[src/rtl/seq_arb_pkg.sv]
// seq_arb_pkg: shared widths, FSM states and requester ids for the sequence RAM arbiter
package seq_arb_pkg;
  localparam int ADDR_W = 5;
  localparam int DATA_W = 4;
  typedef enum logic [1:0] {IDLE, ISSUE, CAPTURE} state_t;
  typedef enum logic [1:0] {REQ_GEN, REQ_PLAY, REQ_CHK} req_id_t;
endpackage

[src/rtl/seq_arb_pick.sv]
// seq_arb_pick: combinational winner select, gen first; SEQ_ARB_RR_EN makes play/chk round-robin
module seq_arb_pick
  import seq_arb_pkg::*;
(
  input  logic    gen_req,
  input  logic    play_req,
  input  logic    chk_req,
`ifdef SEQ_ARB_RR_EN
  input  logic    rr_chk,
`endif
  output req_id_t id,
  output logic    valid
);
  assign valid = gen_req | play_req | chk_req;
`ifdef SEQ_ARB_RR_EN
  // rr_chk set means the checker is preferred when both readers ask
  assign id = gen_req ? REQ_GEN : (chk_req && (rr_chk || !play_req)) ? REQ_CHK : REQ_PLAY;
`else
  assign id = gen_req ? REQ_GEN : play_req ? REQ_PLAY : REQ_CHK;
`endif
endmodule

[src/rtl/seq_ram_arbiter.sv]
// seq_ram_arbiter: single-port sequence RAM arbiter for gen/play/chk (SEQ_ARB_RR_EN: round-robin readers)
module seq_ram_arbiter
  import seq_arb_pkg::*;
(
  input  logic              clk,
  input  logic              rst,
  input  logic              gen_req,
  input  logic [ADDR_W-1:0] gen_addr,
  input  logic [DATA_W-1:0] gen_wdata,
  output logic              gen_gnt,
  input  logic              play_req,
  input  logic [ADDR_W-1:0] play_addr,
  output logic              play_gnt,
  output logic              play_rvalid,
  input  logic              chk_req,
  input  logic [ADDR_W-1:0] chk_addr,
  output logic              chk_gnt,
  output logic              chk_rvalid,
  output logic [DATA_W-1:0] rdata,
  output logic [ADDR_W-1:0] ram_addr,
  output logic [DATA_W-1:0] ram_wdata,
  output logic              ram_wren,
  input  logic [DATA_W-1:0] ram_q,
  output logic              busy
);
  state_t            state, state_nxt;
  req_id_t           pick_id, id;
  logic              pick_vld, win, is_wr;
  logic [ADDR_W-1:0] pick_addr, lat_addr;
  logic [DATA_W-1:0] lat_wdata, rdata_q;
`ifdef SEQ_ARB_RR_EN
  logic              rr_chk;
`endif
  seq_arb_pick u_pick (
    .gen_req  (gen_req),
    .play_req (play_req),
    .chk_req  (chk_req),
`ifdef SEQ_ARB_RR_EN
    .rr_chk   (rr_chk),
`endif
    .id       (pick_id),
    .valid    (pick_vld)
  );
  assign win       = state == IDLE && pick_vld;
  assign is_wr     = id == REQ_GEN;
  assign pick_addr = pick_id == REQ_GEN ? gen_addr : pick_id == REQ_PLAY ? play_addr : chk_addr;
  assign busy      = state != IDLE;
  // RAM output lands in the rvalid cycle, so it is passed straight through then and held afterwards
  assign rdata     = (play_rvalid || chk_rvalid) ? ram_q : rdata_q;
  always_ff @(posedge clk or posedge rst) begin
    if (rst) state <= IDLE;
    else state <= state_nxt;
  end
  always_comb begin
    state_nxt = state == IDLE ? (pick_vld ? ISSUE : IDLE) : (state == ISSUE && !is_wr) ? CAPTURE : IDLE;
  end
  always_ff @(posedge clk or posedge rst) begin
    if (rst) begin
      id          <= REQ_GEN;
      lat_addr    <= '0;
      lat_wdata   <= '0;
      gen_gnt     <= 1'b0;
      play_gnt    <= 1'b0;
      chk_gnt     <= 1'b0;
      play_rvalid <= 1'b0;
      chk_rvalid  <= 1'b0;
      ram_wren    <= 1'b0;
      ram_addr    <= '0;
      ram_wdata   <= '0;
      rdata_q     <= '0;
    end else begin
      if (win) begin
        id        <= pick_id;
        lat_addr  <= pick_addr;
        lat_wdata <= gen_wdata;
      end
      gen_gnt     <= win && pick_id == REQ_GEN;
      play_gnt    <= win && pick_id == REQ_PLAY;
      chk_gnt     <= win && pick_id == REQ_CHK;
      ram_wren    <= state == ISSUE && is_wr;
      if (state == ISSUE) ram_addr <= lat_addr;
      if (state == ISSUE && is_wr) ram_wdata <= lat_wdata;
      play_rvalid <= state == CAPTURE && id == REQ_PLAY;
      chk_rvalid  <= state == CAPTURE && id == REQ_CHK;
      if (play_rvalid || chk_rvalid) rdata_q <= ram_q;
    end
  end
`ifdef SEQ_ARB_RR_EN
  always_ff @(posedge clk or posedge rst) begin
    if (rst) rr_chk <= 1'b0;
    else if (win && pick_id != REQ_GEN) rr_chk <= pick_id == REQ_PLAY;
  end
`endif
endmodule
[config.mk]
export PLATFORM = sky130hd
export DESIGN_NAME = seq_ram_arbiter
export DESIGN_NICKNAME = d
export VERILOG_FILES = /design/src/rtl/seq_arb_pkg.sv /design/src/rtl/seq_arb_pick.sv /design/src/rtl/seq_ram_arbiter.sv
export SDC_FILE = /design/constraint.sdc
export NUM_CORES = 1
export LEC_CHECK = 0
export BUFFER_PORTS_ARGS = -buffer_cell sky130_fd_sc_hd__buf_2
export CAP_MARGIN = 5
export CELL_PAD_IN_SITES_DETAIL_PLACEMENT = 1
export CELL_PAD_IN_SITES_GLOBAL_PLACEMENT = 1
export CORE_MARGIN = 5
export CORE_UTILIZATION = 38
export DETAILED_ROUTE_END_ITERATION = 12
export PLACE_DENSITY_LB_ADDON = 0.1
export SYNTH_ARGS = -nofsm -noshare
export SYNTH_HDL_FRONTEND = slang
export SYNTH_HIERARCHICAL = 1
export SYNTH_SLANG_ARGS = --single-unit
[constraint.sdc]
create_clock -name clk -period 1.5 [get_ports clk]
set_input_delay 0.075 -clock clk [delete_from_list [all_inputs] [get_ports clk]]
set_output_delay 0.075 -clock clk [all_outputs]
set_load 0.02 [all_outputs]
Word level (Yosys, flattened, before mapping)
Index checks and enable logic that the tools add are counted.
{ "word_totals": {"wordCells": 43, "input_bits": 28, "regBits": 32} }
{ "op_classes": {"muxes": 8, "reduce_logical": 14, "n_eq_ne": 6, "bitwise_logic": 2} }
{ "ops": {"columns": ["cell", "count"], "rows": [
  ["5-bit 2-to-1 mux", 2],
  ["1-bit logical AND", 8],
  ["2-bit 2-to-1 mux", 4],
  ["2-bit by 1-bit equality test with 1-bit output, second input constant", 3],
  ["2-bit equality test, second input constant", 3],
  ["2-bit zero test", 3],
  ["4-bit 2-to-1 mux", 1],
  ["1-bit OR", 2],
  ["2-bit nonzero test", 1],
  ["1-bit zero test", 1],
  ["1-bit logical OR", 1],
  ["1-bit 2-to-1 mux", 1]
]} }

Logic depth before layout (Yosys ltp)
Gate-level depths: netlist (run 1).
{ "depth": {"ltp_word": 5, "ltp_mapped": 5} }

By module
The synthesis (run 1) kept the hierarchy.
{ "by_module_without_submodules": {"columns": ["module", "cells_per_inst", "n_inst", "area_per_inst_um2"], "rows": [
  ["seq_ram_arbiter", 90, 1, 1313.8],
  ["seq_arb_pick", 3, 1, 16.3]
]} }

Least setup slack after synthesis (run 1)
No wires, ideal clock.
{ "synth_path": {"path_kind": "flip-flop to flip-flop", "startpoint": "reg state[1]", "endpoint": "reg id[0]", "slack_ps": 176, "period_less_slack_ps": 1324, "setup_time_ps": 125, "t_arrival_ps": 1199, "stages_incl_launch_ff": 4, "required_time_ps": 1375, "path_cell_list": "dfrtp_1 or3b_1 buf_6 mux2_4"} }
{ "synth_via": {"elab_chain_cells": 2} }
{ "synth_rtl": {"columns": ["element", "line_no", "source"], "rows": [
  ["from (decl)", "seq_ram_arbiter.sv:26", "state_t state, state_nxt;"],
  ["from (signal assigned)", "seq_ram_arbiter.sv:52", "else state <= state_nxt;"],
  ["2-bit zero test", "seq_ram_arbiter.sv:44", "assign win = state == IDLE && pick_vld;"],
  ["1-bit logical AND", "seq_ram_arbiter.sv:44", null],
  ["to (signal assigned)", "seq_ram_arbiter.sv:73", "id <= pick_id;"],
  ["to (decl)", "seq_ram_arbiter.sv:27", "req_id_t pick_id, id;"]
]} }
Every way passes these cells.
A chain may end at the register's enable or synchronous reset.

Final worst setup path (run 1)
{ "layout_path": {"startpoint": "reg chk_rvalid", "endpoint": "out rdata[1]"} }
{ "layout_via": {"elab_chain_cells": 2} }
{ "layout_rtl": {"columns": ["element", "line_no", "source"], "rows": [
  ["from (decl)", "seq_ram_arbiter.sv:18", "output logic chk_rvalid,"],
  ["from (signal assigned)", "seq_ram_arbiter.sv:66", "chk_rvalid <= 1'b0;"],
  ["from (signal assigned)", "seq_ram_arbiter.sv:84", "chk_rvalid <= state == CAPTURE && id == REQ_CHK;"],
  ["1-bit logical OR", "seq_ram_arbiter.sv:49", "assign rdata = (play_rvalid || chk_rvalid) ? ram_q : rdata_q;"],
  ["4-bit 2-to-1 mux", null, null],
  ["to (decl)", "seq_ram_arbiter.sv:19", "output logic [DATA_W-1:0] rdata,"]
]} }
Every way passes these cells.

==> results of run 1 <==
[synthesized netlist by cell type, types with 2 or more instances]
| library cell | count | area share (%) |
|---|---|---|
| nor3b_1 | 2 | 1.1 |
| mux2_4 | 6 | 6.8 |
| mux2i_1 | 5 | 3.8 |
| dfrtp_1 | 32 | 60 |
| nor4bb_1 | 2 | 1.5 |
| o21ai_0 | 5 | 1.9 |
| nor2_1 | 4 | 1.1 |
| inv_1 | 2 | 0.56 |
| mux2_2 | 18 | 15 |
| nand2_1 | 5 | 1.4 |
| buf_2 | 3 | 1.1 |
[power by group through the flow]
stage / logic [mW] / clock network [mW] / registers, mW
2_1_floorplan: 0.951 / 0 / 1.63
3_3_place_gp: 1.59 / 0 / 1.45
3_5_place_dp: 1.64 / 0 / 1.48
4_1_cts: 1.66 / 0.755 / 1.47
5_1_grt: 1.92 / 0.792 / 1.53
6_report: 1.79 / 0.720 / 1.47
[per-stage QoR]
stage | cells | hold slack [ns] | power, mW
after floorplan | 93 | 0.191 | 2.58
after global placement | 188 | 0.171 | 3.05
after detailed placement | 188 | 0.218 | 3.12
after CTS | 205 | 0.0212 | 3.88
after global routing | 206 | 0.0586 | 4.24
final | 206 | 0.0401 | 3.98
[final timing paths]
path | endpoint | cells past startpoint
hold / removal | lat_addr[1] | 3
min in group asynchronous | lat_wdata[0] | 4
max in group asynchronous | gen_gnt | 4
hold reg to reg | lat_addr[0] | 2
setup reg to reg | lat_wdata[3] | 3
setup / recovery | rdata[1] | 3
[area by class of cell]
cell class | instances | area (um2)
Clock buffer | 7 | 65.1
Fill cell | 372 | 1470
Tap cell | 46 | 57.6
Timing Repair Buffer | 64 | 423
Clock inverter | 1 | 30.0
Multi-Input combinational cell | 54 | 514
Sequential cell | 32 | 801
Inverter | 2 | 7.51
[layer usage]
layer / global-route usage, % / vias to the layer above / routed length, um
met2: 22.2 / 26 / 1590
met5: 0 / - / 0
met4: 3.90 / 0 / 36
li1: - / 452 / -
met1: 15.4 / 472 / 1260
met3: 4.65 / 5 / 142
[cells by family (layout without fill, tap and decap cells)]
group / after synthesis / after routing
AO/OA/AOI/OAI: 5 / 5
buffers and inverters: 7 / 74
flip-flops: 32 / 32
multiplexers: 29 / 29
AND/OR/NAND/NOR: 20 / 20
[what timing repair did]
item,in CTS,in global routing
gates resized for setup,2,12
cloned,0,0
setup buffers,0,1
hold buffers,9,0
hold endpoints to repair,40,0
setup endpoints to repair,4,4
pin swaps,1,1
[state kept, by name, summed over array words and instances (netlist names)]
register     count
lat_addr         5
ram_addr         5
chk_gnt          1
gen_gnt          1
ram_wren         1
chk_rvalid       1
rdata_q          4
state            2
play_rvalid      1
lat_wdata        4
ram_wdata        4
id               2
play_gnt         1
[worst reg2reg max path: cells and delay by family, from the launching register on]
family                 cells  cell delay [ns]
AND/OR/NAND/NOR            1             0.43
buffers and inverters      1             0.18
flip-flops                 1             0.42
multiplexers               1             0.31
==> flow_summary.json, run 1 <==
{
  "avgViaCountPerCell": 4.64,
  "synthXorXnorAreaFrac_pct": 0,
  "seq_area_frac_synth_pct": 60.2,
  "p_leak_nw": 0.958,
  "synth-seq-cells": 32,
  "drt_wl_total_mm": 3.02,
  "final_nets": 187,
  "drc": 0,
  "min_period_ns": 1.49,
  "mostFrequentLayoutCells": "buf_2, dfrtp_1, mux2_2, mux2_4, dlygate4sd3_1",
  "cts_buffers": 5,
  "p_sw_share_pct": 33.8,
  "rrSetupSlack_ns": 0.06,
  "cp.buffers_inverters": 1,
  "antenna_found_initial": 0,
  "dpl.hpwl_mm": 2.18,
  "fmax_mhz": 672,
  "hold_path.class": "input port to flop",
  "hold_viol": 0,
  "initial_utilization_pct": 39.5,
  "grt_pass1_wl_mm": 4.91,
  "clkPwrFrac_pct": 18.1,
  "clk_pin_slew_worst_paths_ns": 0.10,
  "internal_power_mw": 2.63,
  "core_um2": 3360,
  "period_share_pct": 99.3,
  "power_density_nw_per_um2": 2090,
  "numPortBuffers": 47,
  "min_from": "chk_addr[1]",
  "place_area_um2": 1660,
  "ys_types": 20,
  "crit_path_max_fanout": 4,
  "ys_async_sr_fraction_pct": 100,
  "seqPwrFrac_pct": 36.9,
  "io_pins": 48,
  "worst_setup_path_start_kind": "flop",
  "die_h_um": 69.2,
  "clockRootBuffer": "clkbuf_4",
  "synth_edf_count": 0,
  "slowest_stage": "dfrtp_1",
  "r2r-start": "state[1]",
  "synth-compound-area-share_pct": 1.88,
  "crit_required_ns": 1.42,
  "drt-initial-drc-count": 19,
  "yosys.area_share.adder_pct": 0,
  "gr-usage-all-layers_pct": 13.1,
  "wire_per_inst_um": 14.7,
  "crit_path_max_incr_delay_ns": 0.42,
  "syn_area_um2": 1330,
  "grt_setup_unrepaired": "yes",
  "status": "complete, no violations",
  "drive_gt1_share_pct": 56.3,
  "ant_nets": 0,
  "path_class": "flop to output port",
  "die_w_um": 69.2,
  "worstPathCellList": "nor2_4, mux2_4, buf_6",
  "clk_path_buf_depth": 2,
  "post-place-ws_ns": 0.0729,
  "p_comb_share_pct": 45.0,
  "worstSetupStartpoint": "chk_rvalid",
  "antenna_cells": 0,
  "fin_ws_ns": 0.0111,
  "finalSetupTns_ns": 0,
  "final_common_cell": "buf_2",
  "maxCapViolations": 0,
  "path_delay_family": "flip-flops",
  "yosys.area_share.simple_pct": 9.31,
  "rows": 21,
  "cts.sinks": 32,
  "yosys_warnings": 6,
  "dieArea_um2": 4780,
  "switching_power_mw": 1.34,
  "insertion_delay_ns": 0.32,
  "dr.pass1.iters": 3,
  "end_kind": "output port",
  "dr_total_vias": 955,
  "skew_ns": 0.00909,
  "fin_util_pct": 56.4,
  "gp_congestion": 0.701,
  "htreeDepth": 2,
  "grt_pass1_vias": 1002,
  "avgSynthCellArea_um2": 14.3,
  "synthMuxAreaShare_pct": 25.8,
  "syn_inst": 93,
  "grt_max_degree": 33,
  "cts_tree": "built",
  "crit_arrival_ns": 1.41,
  "synth_nets": 121,
  "synth_top_family_by_area": "multiplexers",
  "slew_viol_final": 0,
  "setup_viol": 0,
  "worst_pin_slew_ns": 0.405,
  "area_growth_pct": 42.7,
  "peakVddDrop_mv": 0.940,
  "synthFlopType": "dfrtp_1",
  "overflow": 0,
  "stdcell_area_um2": 1900,
  "relSlewSlack_pct": 73.0
}
Power figures use the tool's default switching activity.
==> run 2: changes to the inputs <==
- BUFFER_PORTS_ARGS: -buffer_cell sky130_fd_sc_hd__buf_2 -> default
- CORE_UTILIZATION: 38 -> 50
- CTS_BUF_LIST: default -> sky130_fd_sc_hd__clkbuf_2
- DONT_BUFFER_PORTS: default -> 1
==> flow_summary.json, run 2 (synthesis results as in run 1) <==
{
  "min_period_ns": 1.46,
  "setup_viol": 0,
  "io_pins": 48,
  "worst_setup_path_start_kind": "flop",
  "slew_viol_final": 0,
  "min_path_cells": 3,
  "total_power_mw": 3.33,
  "dpl.hpwl_mm": 1.99,
  "dr_total_vias": 815,
  "clockRootBuffer": "clkbuf_2",
  "clk_path_buf_depth": 2,
  "antenna_found_initial": 0,
  "fmax_mhz": 686,
  "power_density_nw_per_um2": 2060,
  "grt_pass1_vias": 962,
  "drc": 0,
  "die_w_um": 61.6,
  "antenna_cells": 0,
  "die_h_um": 61.6,
  "cts_tree": "built",
  "peakVddDrop_mv": 1.37,
  "slowest_stage": "dfrtp_1",
  "cts_buffers": 5,
  "maxCapViolations": 0,
  "min_from": "gen_addr[0]",
  "htreeDepth": 2,
  "placed_cells": 127,
  "grt_setup_unrepaired": "yes",
  "gr-usage-all-layers_pct": 18.2,
  "drt_wl_total_mm": 2.89,
  "mostFrequentLayoutCells": "dfrtp_1, mux2_2, dlygate4sd3_1, buf_4, clkbuf_2",
  "place_area_um2": 1420,
  "period_share_pct": 97.2,
  "numPortBuffers": 0,
  "ant_nets": 0,
  "relSlewSlack_pct": 77.4,
  "r2r-start": "state[1]",
  "whs_ns": 0.0543,
  "stdcell_area_um2": 1620,
  "hold_viol": 0,
  "status": "complete, no violations",
  "rows": 18,
  "regArea_um2": 801,
  "r2r_end": "lat_wdata[0]",
  "layoutNonFillerInstCount": 151,
  "drive_gt1_share_pct": 37.2,
  "crit_arrival_ns": 1.38,
  "cp.buffers_inverters": 0,
  "end_kind": "output port",
  "path_delay_family": "flip-flops",
  "final_common_cell": "dfrtp_1",
  "crit_cells": 2,
  "multi_input_area_um2": 499,
  "grt_max_degree": 25,
  "crit_path_max_incr_delay_ns": 0.43,
  "grt_pass1_wl_mm": 4.59,
  "clk_pin_slew_worst_paths_ns": 0.15,
  "avgViaCountPerCell": 5.40,
  "dr.pass1.iters": 2,
  "num-fill-cells": 233,
  "drt-initial-drc-count": 5,
  "rrSetupSlack_ns": 0.06,
  "p_leak_nw": 0.750,
  "crit_required_ns": 1.42,
  "initial_utilization_pct": 53.2,
  "r2r_cells": 3,
  "dieArea_um2": 3790,
  "worstPathCellList": "nor2_4, mux2_2",
  "worst_pin_slew_ns": 0.338,
  "core_um2": 2500,
  "path_class": "flop to output port",
  "cts.sinks": 32,
  "wire_per_inst_um": 19.1,
  "hold_path.class": "input port to flop",
  "overflow": 0,
  "fin_util_pct": 64.8,
  "min_to": "lat_addr[0]",
  "gp_congestion": 0.685,
  "crit_path_max_fanout": 4,
  "insertion_delay_ns": 0.36,
  "final_nets": 148,
  "skew_ns": 0.0114,
  "area_growth_pct": 21.7,
  "reg_top3": "lat_addr x5, ram_addr x5"
}
[run 2: layout make-up]
type	instances	share of cell area, %
Inverter	2	0.464
Tap cell	30	2.32
Clock inverter	1	0.232
Timing Repair Buffer	25	14.5
Clock buffer	7	2.16
Sequential cell	32	49.5
Multi-Input combinational cell	54	30.8
[run 2: per-layer routing]
| layer | GRT usage [%] | part of all wire [%] | vias to the layer above | wire length (um) |
|---|---|---|---|---|
| li1 | - | - | 378 | - |
| met1 | 17.0 | 36 | 394 | 1040 |
| met2 | 33.9 | 55 | 37 | 1580 |
| met3 | 7.55 | 7.1 | 6 | 206 |
| met4 | 8.18 | 2.0 | 0 | 59 |
| met5 | 0 | 0 | - | 0 |
[run 2: repair_timing]
action                                  CTS  global route
hold buffers                             14             0
endpoints found under the setup margin    4             8
resized for setup                         2             0
setup buffers                             0             2
endpoints found under the hold margin    45             0
[run 2: worst reg2reg max path, stage by stage (launching register included)]
cell and delay (ns):
dfrtp_1 0.41, or3b_1 0.44, buf_4 0.19, mux2_4 0.30
[run 2: worst max path at each step]
stage | startpoint | to | slack (ns)
floorplan | state[1] | id[0] | 0.18
finish | chk_rvalid | rdata[1] | 0.04
global placement | state[1] | lat_wdata[0] | 0.09
CTS | chk_rvalid | rdata[0] | 0.01
global route | play_rvalid | rdata[1] | -0.04
detailed placement | state[1] | lat_wdata[0] | 0.05
[run 2: metrics by stage]
step,setup slack [ns],TNS (ns)
finish,0.0424,0
global route,-0.0376,-0.120
detailed placement,0.0495,0
global placement,0.0945,0
floorplan,0.176,0
CTS,0.0140,0
[run 2: where the power goes]
part	switching [mW]	internal (mW)
sequential	0.438	1.25
combinational	0.567	0.682
clock	0.273	0.125
total	1.28	2.06
==> run 3: changes to the inputs <==
- CTS_BUF_LIST: sky130_fd_sc_hd__clkbuf_2 -> sky130_fd_sc_hd__clkbuf_4
==> flow_summary.json, run 3 (synthesis results as in run 1) <==
{
  "r2r_cells": 3,
  "drive_gt1_share_pct": 37.0,
  "rrSetupSlack_ns": 0.06,
  "status": "complete, no violations",
  "dr.pass1.iters": 3,
  "clockRootBuffer": "clkbuf_4",
  "crit_required_ns": 1.71,
  "peakVddDrop_mv": 1.32,
  "skew_ns": 0.0132,
  "core_um2": 2500,
  "ant_nets": 0,
  "stdcell_area_um2": 1620,
  "clk_path_buf_depth": 2,
  "post_cts.repair.setup_buffers": 0,
  "final_nets": 146,
  "post-place-ws_ns": 0.0495,
  "placed_cells": 127,
  "insertion_delay_ns": 0.33,
  "gr-usage-all-layers_pct": 18.9,
  "min_path_cells": 3,
  "p_leak_nw": 0.742,
  "reg_top3": "lat_addr x5, ram_addr x5",
  "finalSetupTns_ns": 0,
  "overflow": 0,
  "numPortBuffers": 0,
  "maxCapViolations": 0,
  "worstSetupStartpoint": "state[1]",
  "worst_pin_slew_ns": 0.349,
  "relSlewSlack_pct": 76.7,
  "drt-initial-drc-count": 9,
  "period_share_pct": 95.7,
  "layoutNonFillerInstCount": 149,
  "hold_viol": 0,
  "r2r-start": "state[1]",
  "busiest_layer": "met2",
  "min_period_ns": 1.44,
  "setup_viol": 0,
  "dieArea_um2": 3790,
  "die_w_um": 61.6,
  "initial_utilization_pct": 53.2,
  "grt_pass1_wl_mm": 4.83,
  "gp_congestion": 0.685,
  "num-fill-cells": 231,
  "place_area_um2": 1420,
  "die_h_um": 61.6,
  "grt_setup_unrepaired": "no",
  "io_pins": 48,
  "grt_max_degree": 25,
  "fin_util_pct": 65.0,
  "grt_use_met1_pct": 18.1,
  "crit_arrival_ns": 1.65,
  "multi_input_area_um2": 502,
  "regArea_um2": 801,
  "antenna_found_initial": 0,
  "dpl.hpwl_mm": 1.99,
  "min_from": "gen_addr[4]",
  "final_common_cell": "dfrtp_1",
  "fmax_mhz": 696,
  "met2_usage_pct": 35.1,
  "area_growth_pct": 22.1,
  "cts_buffers": 5,
  "met3_usage_pct": 8.18,
  "crit_path_max_fanout": 5,
  "cts.sinks": 32,
  "fin_ws_ns": 0.0642,
  "grt_pass1_vias": 1000,
  "drt_wl_total_mm": 2.97,
  "htreeDepth": 2,
  "avgViaCountPerCell": 5.48,
  "power_density_nw_per_um2": 2120,
  "antenna_cells": 0,
  "path_class": "flop to flop",
  "clk_pin_slew_worst_paths_ns": 0.09,
  "hold_path.class": "input port to flop",
  "slew_viol_final": 0,
  "dr_total_vias": 817,
  "worst_setup_path_start_kind": "flop",
  "wire_per_inst_um": 20.0,
  "cts_tree": "built",
  "end_kind": "flop",
  "drc": 0,
  "rows": 18,
  "mostFrequentLayoutCells": "dfrtp_1, mux2_2, dlygate4sd3_1, buf_4, clkbuf_4"
}
[run 3: metrics by stage]
stage	hold slack [ns]	total power, mW
after floorplan	0.191	2.58
after global placement	-0.0671	2.83
after detailed placement	-0.0537	2.92
after CTS	0.0808	3.44
after global routing	0.0780	3.68
final	0.0921	3.45
[run 3: final timing paths]
kind | endpoint
max | lat_wdata[0]
max in group asynchronous | ram_addr[1]
min | lat_addr[4]
min reg2reg | lat_addr[4]
min in group asynchronous | gen_gnt
max reg2reg | lat_wdata[0]
[run 3: what timing repair did]
action                                  4_1_cts  5_1_grt
hold buffers                                 14        0
pin swaps                                     0        0
endpoints found under the setup margin        4        5
gates resized for setup                       1        2
hold endpoints to repair                     27        0
[run 3: metal layers]
layer | share of wire [%] | vias to the layer above
met5 | 0 | -
met4 | 0.77 | 0
met3 | 7.9 | 2
met2 | 57 | 37
met1 | 34 | 407
li1 | - | 371
[run 3: critical path: stages (launching register included)]
cell and delay, ns:
dfrtp_1 0.43, or3b_4 0.43, buf_4 0.17, mux2_4 0.30
[run 3: cell type report]
type,instances,share of cell area [%]
timing repair buffer,23,13.6
sequential,32,49.3
inverter,2,0.462
clock inverter,1,0.231
tap,30,2.31
multi-input combinational,54,30.9
clock buffer,7,3.24
[run 3: power breakdown]
part / leakage (nW) / switching (mW) / internal [mW]
Clock: 0.0338 / 0.275 / 0.216
Combinational: 0.313 / 0.571 / 0.681
Sequential: 0.395 / 0.451 / 1.25
Total: 0.742 / 1.30 / 2.15
